--- config.mk ---
export PLATFORM = sky130hd
export DESIGN_NAME = cmp_minmax_ctrl
export DESIGN_NICKNAME = d
export VERILOG_FILES = /design/src/rtl/cmp_minmax_ctrl.sv
export SDC_FILE = /design/constraint.sdc
export NUM_CORES = 1
export LEC_CHECK = 0
export CAP_MARGIN = 20
export CORE_MARGIN = 2
export CORE_UTILIZATION = 55
export CTS_BUF_LIST = sky130_fd_sc_hd__clkbuf_4 sky130_fd_sc_hd__clkbuf_8
export DETAILED_ROUTE_END_ITERATION = 10
export MAX_ROUTING_LAYER = met4
export PLACE_DENSITY = 0.79
export SLEW_MARGIN = 40
export SYNTH_ARGS = -nofsm -noshare
export SYNTH_HDL_FRONTEND = slang
export SYNTH_HIERARCHICAL = 1
export SYNTH_SLANG_ARGS = --single-unit
--- constraint.sdc ---
create_clock -name clk -period 3.4 [get_ports clk]
set_input_delay 0.51 -clock clk [delete_from_list [all_inputs] [get_ports clk]]
set_output_delay 0.51 -clock clk [all_outputs]
set_load 0.005 [all_outputs]
--- src/rtl/cmp_minmax_ctrl.sv ---
// Streaming min/max search engine sharing one 4-bit comparator between the max and min checks.
// Optional macro CMP_TIE_LAST_EN: on equal samples report the latest index instead of the earliest.

module comparator (
  input  logic [3:0] a,
  input  logic [3:0] b,
  output logic       gt,
  output logic       eg,
  output logic       ut
);
  assign gt = (a > b);
  assign eg = (a == b);
  assign ut = (a < b);
endmodule

// state   | meaning
// IDLE    | waiting for the first sample of a frame
// ACCEPT  | waiting for the next sample
// CMP_MAX | comparator checks hold against running max
// CMP_MIN | comparator checks hold against running min, decides frame end
// DONE    | result presented until out_ready
module cmp_minmax_ctrl #(
  parameter int MAX_CNT = 15
) (
  input  logic       clk,
  input  logic       rst_n,
  input  logic       in_valid,
  input  logic [3:0] in_data,
  input  logic       in_last,
  output logic       in_ready,
  output logic       out_valid,
  input  logic       out_ready,
  output logic [3:0] out_max,
  output logic [3:0] out_min,
  output logic [3:0] out_max_idx,
  output logic [3:0] out_min_idx,
  output logic [3:0] out_count,
  output logic       out_trunc
);

  localparam logic [3:0] MAX_C = 4'(MAX_CNT);

  typedef enum logic [2:0] {
    S_IDLE    = 3'd0,
    S_ACCEPT  = 3'd1,
    S_CMP_MAX = 3'd2,
    S_CMP_MIN = 3'd3,
    S_DONE    = 3'd4
  } state_t;

  state_t     state;
  logic [3:0] hold;
  logic [3:0] idx;
  logic [3:0] cnt;
  logic       last_f;

  logic [3:0] cmp_a;
  logic [3:0] cmp_b;
  logic       cmp_gt;
  logic       cmp_eg;
  logic       cmp_ut;

  // The single comparator always sees hold; its reference follows the compare phase.
  assign cmp_a = hold;
  assign cmp_b = (state == S_CMP_MIN) ? out_min : out_max;

  comparator u_cmp (
    .a  (cmp_a),
    .b  (cmp_b),
    .gt (cmp_gt),
    .eg (cmp_eg),
    .ut (cmp_ut)
  );

  always_ff @(posedge clk) begin
    if (!rst_n) begin
      state       <= S_IDLE;
      hold        <= 4'd0;
      idx         <= 4'd0;
      cnt         <= 4'd0;
      last_f      <= 1'b0;
      in_ready    <= 1'b1;
      out_valid   <= 1'b0;
      out_max     <= 4'd0;
      out_min     <= 4'd0;
      out_max_idx <= 4'd0;
      out_min_idx <= 4'd0;
      out_count   <= 4'd0;
      out_trunc   <= 1'b0;
    end else begin
      case (state)
        S_IDLE: begin
          if (in_valid && in_ready) begin
            out_max     <= in_data;
            out_min     <= in_data;
            out_max_idx <= 4'd0;
            out_min_idx <= 4'd0;
            out_count   <= 4'd1;
            out_trunc   <= 1'b0;
            cnt         <= 4'd1;
            if (in_last) begin
              state     <= S_DONE;
              in_ready  <= 1'b0;
              out_valid <= 1'b1;
            end else begin
              state <= S_ACCEPT;
            end
          end
        end

        S_ACCEPT: begin
          if (in_valid && in_ready) begin
            hold     <= in_data;
            idx      <= cnt;
            cnt      <= (cnt == MAX_C) ? cnt : cnt + 4'd1;
            last_f   <= in_last;
            in_ready <= 1'b0;
            state    <= S_CMP_MAX;
          end
        end

        S_CMP_MAX: begin
          if (cmp_gt) begin
            out_max     <= hold;
            out_max_idx <= idx;
          end
`ifdef CMP_TIE_LAST_EN
          else if (cmp_eg) begin
            out_max_idx <= idx;
          end
`endif
          out_count <= cnt;
          state     <= S_CMP_MIN;
        end

        S_CMP_MIN: begin
          if (cmp_ut) begin
            out_min     <= hold;
            out_min_idx <= idx;
          end
`ifdef CMP_TIE_LAST_EN
          else if (cmp_eg) begin
            out_min_idx <= idx;
          end
`endif
          if (last_f) begin
            state     <= S_DONE;
            out_valid <= 1'b1;
          end else if (cnt == MAX_C) begin
            state     <= S_DONE;
            out_valid <= 1'b1;
            out_trunc <= 1'b1;
          end else begin
            state    <= S_ACCEPT;
            in_ready <= 1'b1;
          end
        end

        S_DONE: begin
          if (out_ready) begin
            state     <= S_IDLE;
            out_valid <= 1'b0;
            in_ready  <= 1'b1;
          end
        end

        default: begin
          state     <= S_IDLE;
          in_ready  <= 1'b1;
          out_valid <= 1'b0;
        end
      endcase
    end
  end

endmodule
==> summary.txt, run 1 <==
Global route
  – Vias in the first global route: between 1500 and 2000
  – Gr ovfl total: 0
  – Antenna violations before repair: 0
  – GRT Overall Usage: 23.2%
  – First-pass GRT wire length: around 7200 um
  – Largest net degree at the start of global routing: 23

STA
  – Final hold violations: 0
  – F_max: approximately 380 MHz
  – Hold_ws: 456 ps
  – Post-route minimum period: 2600 ps
  – Clock Skews: about 6 ps
  – Setup TNS: 0 ps
  – Period Utilization, post-route: between 70% and 80%
  – Final setup fails: 0
  – RSZ-0062 raised after global routing: false
  – Worst-Margin Slew: about 660 ps
  – Slew HR: a little under three fifths
  – Max-slew violations: 0

Clock tree
  – CTS H-tree lvls: 2
  – TritonCTS buffer count: 5
  – CTS clk-pin slew, worst paths: about 80 ps
  – Bufs on Longest Clock Path: 2
  – Hold Buf Count CTS: 0
  – Clk Latency, worst-skew pair: 300 ps
  – Clock Sinks: 39
  – Setup repair bufs after CTS: 0
  – Root Driver: clkbuf_8
  – CTS tree: done
  – Resized cells post-CTS: 0

Worst setup path
  – Reg2Reg Depth: 10
  – Crit Reg-Reg Startpoint: state[2]
  – Crit path arrival time: 2800 ps
  – CP max FO: 16
  – Crit Path Class: flop to flop
  – CP required: roughly 3600 ps
  – R2R Setup Slk: about 800 ps
  – Critical Path Source Type: flop
  – Crit end category: flop
  – End of the worst register-to-register path: out_min[0]

Layout
  – Most frequent cells in the layout: 39 x dfxtp_1, 31 x clkdlybuf4s50_1, 29 x nand2_1
  – Area grow syn2layout: 17.9%
  – Flip-flop and latch area: a little under 800 um^2
  – Multi-input logic area: ~0.0011 mm^2
  – ANT cells: 0
  – Commonest non-fill, non-tap cell in the layout: dfxtp_1
  – Layout fillers: roughly 330
  – Finished Cell Area: approximately 0.0024 mm^2
  – Fin nets: ~270
  – Ratio of cells with drive above 1 in the final layout: 10.3%
  – Post-route core utilization: roughly 67%

Die
  – Cell Rows: 22
  – Die Wd: 65.2 um
  – Core Area: between 0.003 and 0.004 mm^2
  – Ports: 32
  – Initial Utilization: between 50% and 60%
  – Die area: between 0.004 and 0.005 mm^2
  – Die Height: approximately 65 um

Synth
  – Largest area contributor in the netlist: dfxtp_1
  – Cell area after synthesis: 0.00206 mm^2
  – Top cells by area, synth: dfxtp_1 38%, mux2i_1 9.2%, nand2_1 5.3%, nor2b_1 3.9%, o211a_1 3.9%
  – Post-synth ARST share: 0%
  – Synth Flop Type: dfxtp_1
  – Count of flip-flops with a built-in enable after synthesis: 0
  – Mapped Avg Cell Area: 9.12 um^2
  – Synth unique cells: between 40 and 50
  – Register bit total from synthesis: 39
  – Synth Instances: around 230
  – Seq/Total Area, Yosys: ~38%
  – Post-synth top area share: a little under two fifths
  – Synth warn: 6
  – Syn nets: 240

Route
  – WL/cell: approximately 15 um
  – Initial DRC Count: between 100 and 150
  – Detailed Routing Iterations Pass 1: 4
  – Final ANT Viol Nets: 0
  – Remaining DRCs: 0
  – Total Routed Length: roughly 4400 um
  – DR vias: 1655
  – Vias per cell: between 5 and 6

Power
  – NetSw: about 360 uW
  – Internal: 809 uW
  – Combinational share of power: between 20% and 30%
  – PD cells: between 400 and 500 mW/mm^2
  – Clk pwr share: around 28%
  – Switch share: a little under a third
  – Leak: between 0.9 and 1 nW
  – Max VDD drop: between 300 and 400 uV
  – Total power draw: 1.17 mW
  – Flop pwr share: between 40% and 50%

Outcome
  – Status: finished clean

Hold path
  – WHS Endpoint: out_count[0]
  – Hold path depth: 2
  – Worst hold path type: flop to flop
  – Worst Hold Launch: out_count[0]

Place
  – Post-DP Area: 0.00234 mm^2
  – IO Port Bufs: 31
  – HPWL Detailed: around 3000 um
  – Routability cong.: between 0.8 and 0.9

Job
  – Number of max-cap violations: 0
==> through the flow <==
step	cells	setup WS [ps]
5_1_grt	301	550
3_3_place_gp	293	871
2_1_floorplan	226	925
4_1_cts	301	794
6_report	301	797
3_5_place_dp	293	804
==> cell usage after synthesis (5+ instances only) <==
master / number
nor2_1: 12
dfxtp_1: 39
ha_1: 5
o211a_1: 8
o21ai_0: 11
inv_1: 8
mux2i_1: 19
nand2_1: 29
clkbuf_1: 5
buf_6: 5
nand3_1: 7
nor2b_1: 13
nand4_1: 7
a21oi_1: 9
==> cell families (layout without fill, tap and decap cells) <==
group | count (synthesis) | in the layout | synth area share, %
and+or+nand+nor | 82 | 82 | 21.4
buffers and inverters | 26 | 53 | 8.01
xor gates and xnor gates | 1 | 1 | 0.425
muxes | 23 | 23 | 11.4
adders and majority gates | 5 | 5 | 3.03
AOI/OAI and AO/OA | 50 | 50 | 17.9
DFF | 39 | 39 | 37.9
==> worst max path at each step <==
stage             start             end
5_1_grt        state[1]  out_min_idx[2]
2_1_floorplan  state[0]  out_min_idx[0]
3_3_place_gp   state[2]      out_min[1]
6_report       state[2]      out_min[0]
4_1_cts        state[2]  out_min_idx[2]
3_5_place_dp   state[2]      out_min[1]
==> state kept, by name, indices dropped and copies added (netlist names) <==
name / cells
in_ready: 1
idx: 4
last_f: 1
cnt: 4
out_count: 4
out_trunc: 1
cmp_a: 4
out_max: 4
out_valid: 1
out_min_idx: 4
state: 3
out_max_idx: 4
out_min: 4
==> worst max-delay path, cell delays in order, from the launching register on <==
cell and delay [ps]:
dfxtp_1 310, and3b_1 450, mux2_2 380, inv_1 60, ha_1 230, a21oi_1 220
and2_1 160, nand3_1 120, a21oi_4 350, nand2_1 80, o211a_1 130
==> power by group through the flow <==
stage / Sequential, mW / Clock (mW) / Combinational, mW
floorplan: 0.528 / 0 / 0.241
global placement: 0.535 / 0 / 0.319
detailed placement: 0.536 / 0 / 0.323
CTS: 0.525 / 0.327 / 0.325
global route: 0.531 / 0.348 / 0.356
finish: 0.525 / 0.322 / 0.325
==> final cells by class <==
cell class | count | area share, %
inverters | 8 | 1.24
clock inverters | 2 | 0.515
multi-input cells | 161 | 45.9
flip-flops and latches | 39 | 32.1
well taps | 48 | 2.47
clock buffers | 6 | 3.14
repair buffers | 37 | 14.6
==> routing by layer <==
metal	track usage [%]	routed length (um)	up-vias
met3	5.65	277	6
met2	34.8	1990	49
li1	-	-	843
met1	30.4	2030	757
met4	8.59	69	0
met5	-	0	-
Note: power is estimated with default switching activity, not from simulation.
==> run 2, diff against run 1 <==
--- a/config.mk
+++ b/config.mk
@@ -7,11 +7,11 @@
 export LEC_CHECK = 0
 export CAP_MARGIN = 20
 export CORE_MARGIN = 2
-export CORE_UTILIZATION = 55
+export CORE_UTILIZATION = 50
 export CTS_BUF_LIST = sky130_fd_sc_hd__clkbuf_4 sky130_fd_sc_hd__clkbuf_8
 export DETAILED_ROUTE_END_ITERATION = 10
 export MAX_ROUTING_LAYER = met4
-export PLACE_DENSITY = 0.79
+export PLACE_DENSITY = 0.76
 export SLEW_MARGIN = 40
 export SYNTH_ARGS = -nofsm -noshare
 export SYNTH_HDL_FRONTEND = slang
==> constraint.sdc (replaced) <==
create_clock -name clk -period 2.21 [get_ports clk]
set_input_delay 0.3315 -clock clk [delete_from_list [all_inputs] [get_ports clk]]
set_output_delay 0.3315 -clock clk [all_outputs]
set_load 0.005 [all_outputs]
==> summary.txt, run 2 (synthesis gave the netlist of run 1 again) <==
Route
  – Total Routed Length: 4780 um (+9.5%)
  – Detailed Routing Iterations Pass 1: 4 (unchanged)
  – WL/cell: 15.1 um (+4.3%)
  – Vias per cell: 5.50 (about the same)
  – Initial DRC Count: 195 (+70%)
  – Final ANT Viol Nets: 0 (unchanged)
  – DR vias: 1738 (+5.0%)
  – Remaining DRCs: 0 (unchanged)

STA
  – F_max: 427 MHz (+11%)
  – Worst-Margin Slew: 479 ps (-184 ps)
  – RSZ-0062 raised after global routing: true
  – Post-route minimum period: 2340 ps (-261 ps)
  – Hold_ws: 453 ps (-3.05 ps)
  – Worst setup margin: -132 ps (-929 ps)
  – Period Utilization, post-route: 106% (+29 points)
  – Setup TNS: -1580 ps (-1580 ps)
  – Final hold violations: 0 (unchanged)
  – Slew HR: 67.7% (+12 points)
  – Clock Skews: 5.71 ps (-0.301 ps)
  – Final setup fails: 16 (+16)
  – Max-slew violations: 0 (unchanged)

Die
  – Die area: 0.00465 mm^2 (+9.4%)
  – Ports: 32 (unchanged)
  – Cell Rows: 23 (+4.5%)
  – Die Wd: 68.2 um (+4.6%)
  – Core Area: 0.00397 mm^2 (+9.3%)
  – Initial Utilization: 51.9% (-4.8 points)
  – Die Height: 68.2 um (+4.6%)

Place
  – IO Port Bufs: 31 (unchanged)
  – Placed cell count: 305 (+4.1%)
  – Post-DP Area: 0.00248 mm^2 (+5.9%)
  – HPWL Detailed: 3030 um (+0.28%)
  – Post-Place Worst Slack: -209 ps (-1010 ps)
  – Routability cong.: 0.907 (+2.4%)

Worst setup path
  – Crit Path Class: flop to flop
  – Crit path arrival time: 2540 ps (-260 ps)
  – CP required: 2410 ps (-1180 ps)
  – CP max FO: 8 (-8)
  – Critical Path Source Type: flop
  – Crit end category: flop

Layout
  – Post-route core utilization: 67.7% (+0.80 points)
  – Finished Cell Area: 0.00269 mm^2 (+11%)
  – Commonest non-fill, non-tap cell in the layout: dfxtp_1
  – Final Non-Filler Cells: 316 (+5.0%)
  – ANT cells: 0 (unchanged)
  – Fin nets: 279 (+4.9%)
  – Most frequent cells in the layout: 37 x dfxtp_1, 31 x clkdlybuf4s50_1, 21 x nand2_1
  – Ratio of cells with drive above 1 in the final layout: 23.7% (+13 points)
  – Area grow syn2layout: 30.4%
  – Layout fillers: 325 (-0.91%)

Power
  – Internal: 1.33 mW (+64%)
  – Clk pwr share: 25.5% (-2.0 points)
  – Max VDD drop: 528 uV (+46%)
  – Switch share: 31.5% (+0.60 points)
  – PD cells: 720 mW/mm^2 (+49%)
  – Flop pwr share: 41.8% (-3.0 points)
  – Total power draw: 1.94 mW (+65%)
  – Leak: 1.04 nW (+12%)
  – NetSw: 611 uW (+68%)
  – Combinational share of power: 32.7% (+5.0 points)

Clock tree
  – CTS tree: done
  – Clk Latency, worst-skew pair: 300 ps (about the same)
  – CTS clk-pin slew, worst paths: 80 ps (about the same)
  – TritonCTS buffer count: 5 (unchanged)
  – Root Driver: clkbuf_8
  – Bufs on Longest Clock Path: 2 (unchanged)
  – CTS H-tree lvls: 2 (unchanged)
  – Hold Buf Count CTS: 0 (unchanged)
  – Clock Sinks: 39 (unchanged)

Global route
  – First-pass GRT wire length: 7640 um (+5.5%)
  – Gr ovfl total: 0 (unchanged)
  – Largest net degree at the start of global routing: 32 (+39%)
  – GRT Overall Usage: 23.2% (about the same)
  – Antenna violations before repair: 0 (unchanged)
  – Vias in the first global route: 1571 (+4.5%)

Outcome
  – Status: finished with violations
  – Failing checks: setup timing

Job
  – Number of max-cap violations: 0 (unchanged)

Hold path
  – Worst hold path type: flop to flop
-- run 2: layout make-up --
cell class / count / area (um^2) / share of cell area, %
multi-input cells: 161 / 1230 / 45.7
repair buffers: 50 / 493 / 18.3
clock inverters: 2 / 12.5 / 0.465
inverters: 8 / 32.5 / 1.21
clock buffers: 6 / 76.3 / 2.84
well taps: 50 / 62.6 / 2.33
flip-flops and latches: 39 / 783 / 29.1
-- run 2: worst max-delay path: stages (launching register included) --
cell,delay [ps]
dfxtp_2,320
and3b_2,240
buf_6,130
mux2_4,300
inv_2,70
ha_4,200
nor2b_4,130
o21bai_4,120
and2_4,170
nand3_4,60
a21oi_4,180
buf_12,160
nand2_4,50
o211a_1,120
-- run 2: power by group through the flow --
stage / Sequential, mW / Combinational [mW] / Clock [mW]
2_1_floorplan: 0.813 / 0.393 / 0
3_3_place_gp: 0.823 / 0.552 / 0
3_5_place_dp: 0.824 / 0.560 / 0
4_1_cts: 0.809 / 0.625 / 0.509
5_1_grt: 0.818 / 0.691 / 0.532
6_report: 0.810 / 0.634 / 0.493
-- run 2: path summary, 6_finish.rpt --
check / start / endpoint / slack (ps) / cells past startpoint
max: state[2] / out_min[2] / -130 / 13
min reg2reg: out_count[0] / out_count[0] / 450 / 2
max reg2reg: state[2] / out_min[2] / -130 / 13
min: out_count[0] / out_count[0] / 450 / 2
-- run 2: what timing repair did --
item	CTS	global route
buffers inserted	3	0
cloned	1	0
gates resized for setup	14	16
pin swaps	6	5
endpoints found under the setup margin	16	16
-- run 2: layer usage --
layer | global-route usage (%) | share of wire (%)
met1 | 30.7 | 47
met4 | 9.75 | 1.5
met3 | 4.61 | 4.0
met5 | - | 0
met2 | 34.3 | 48
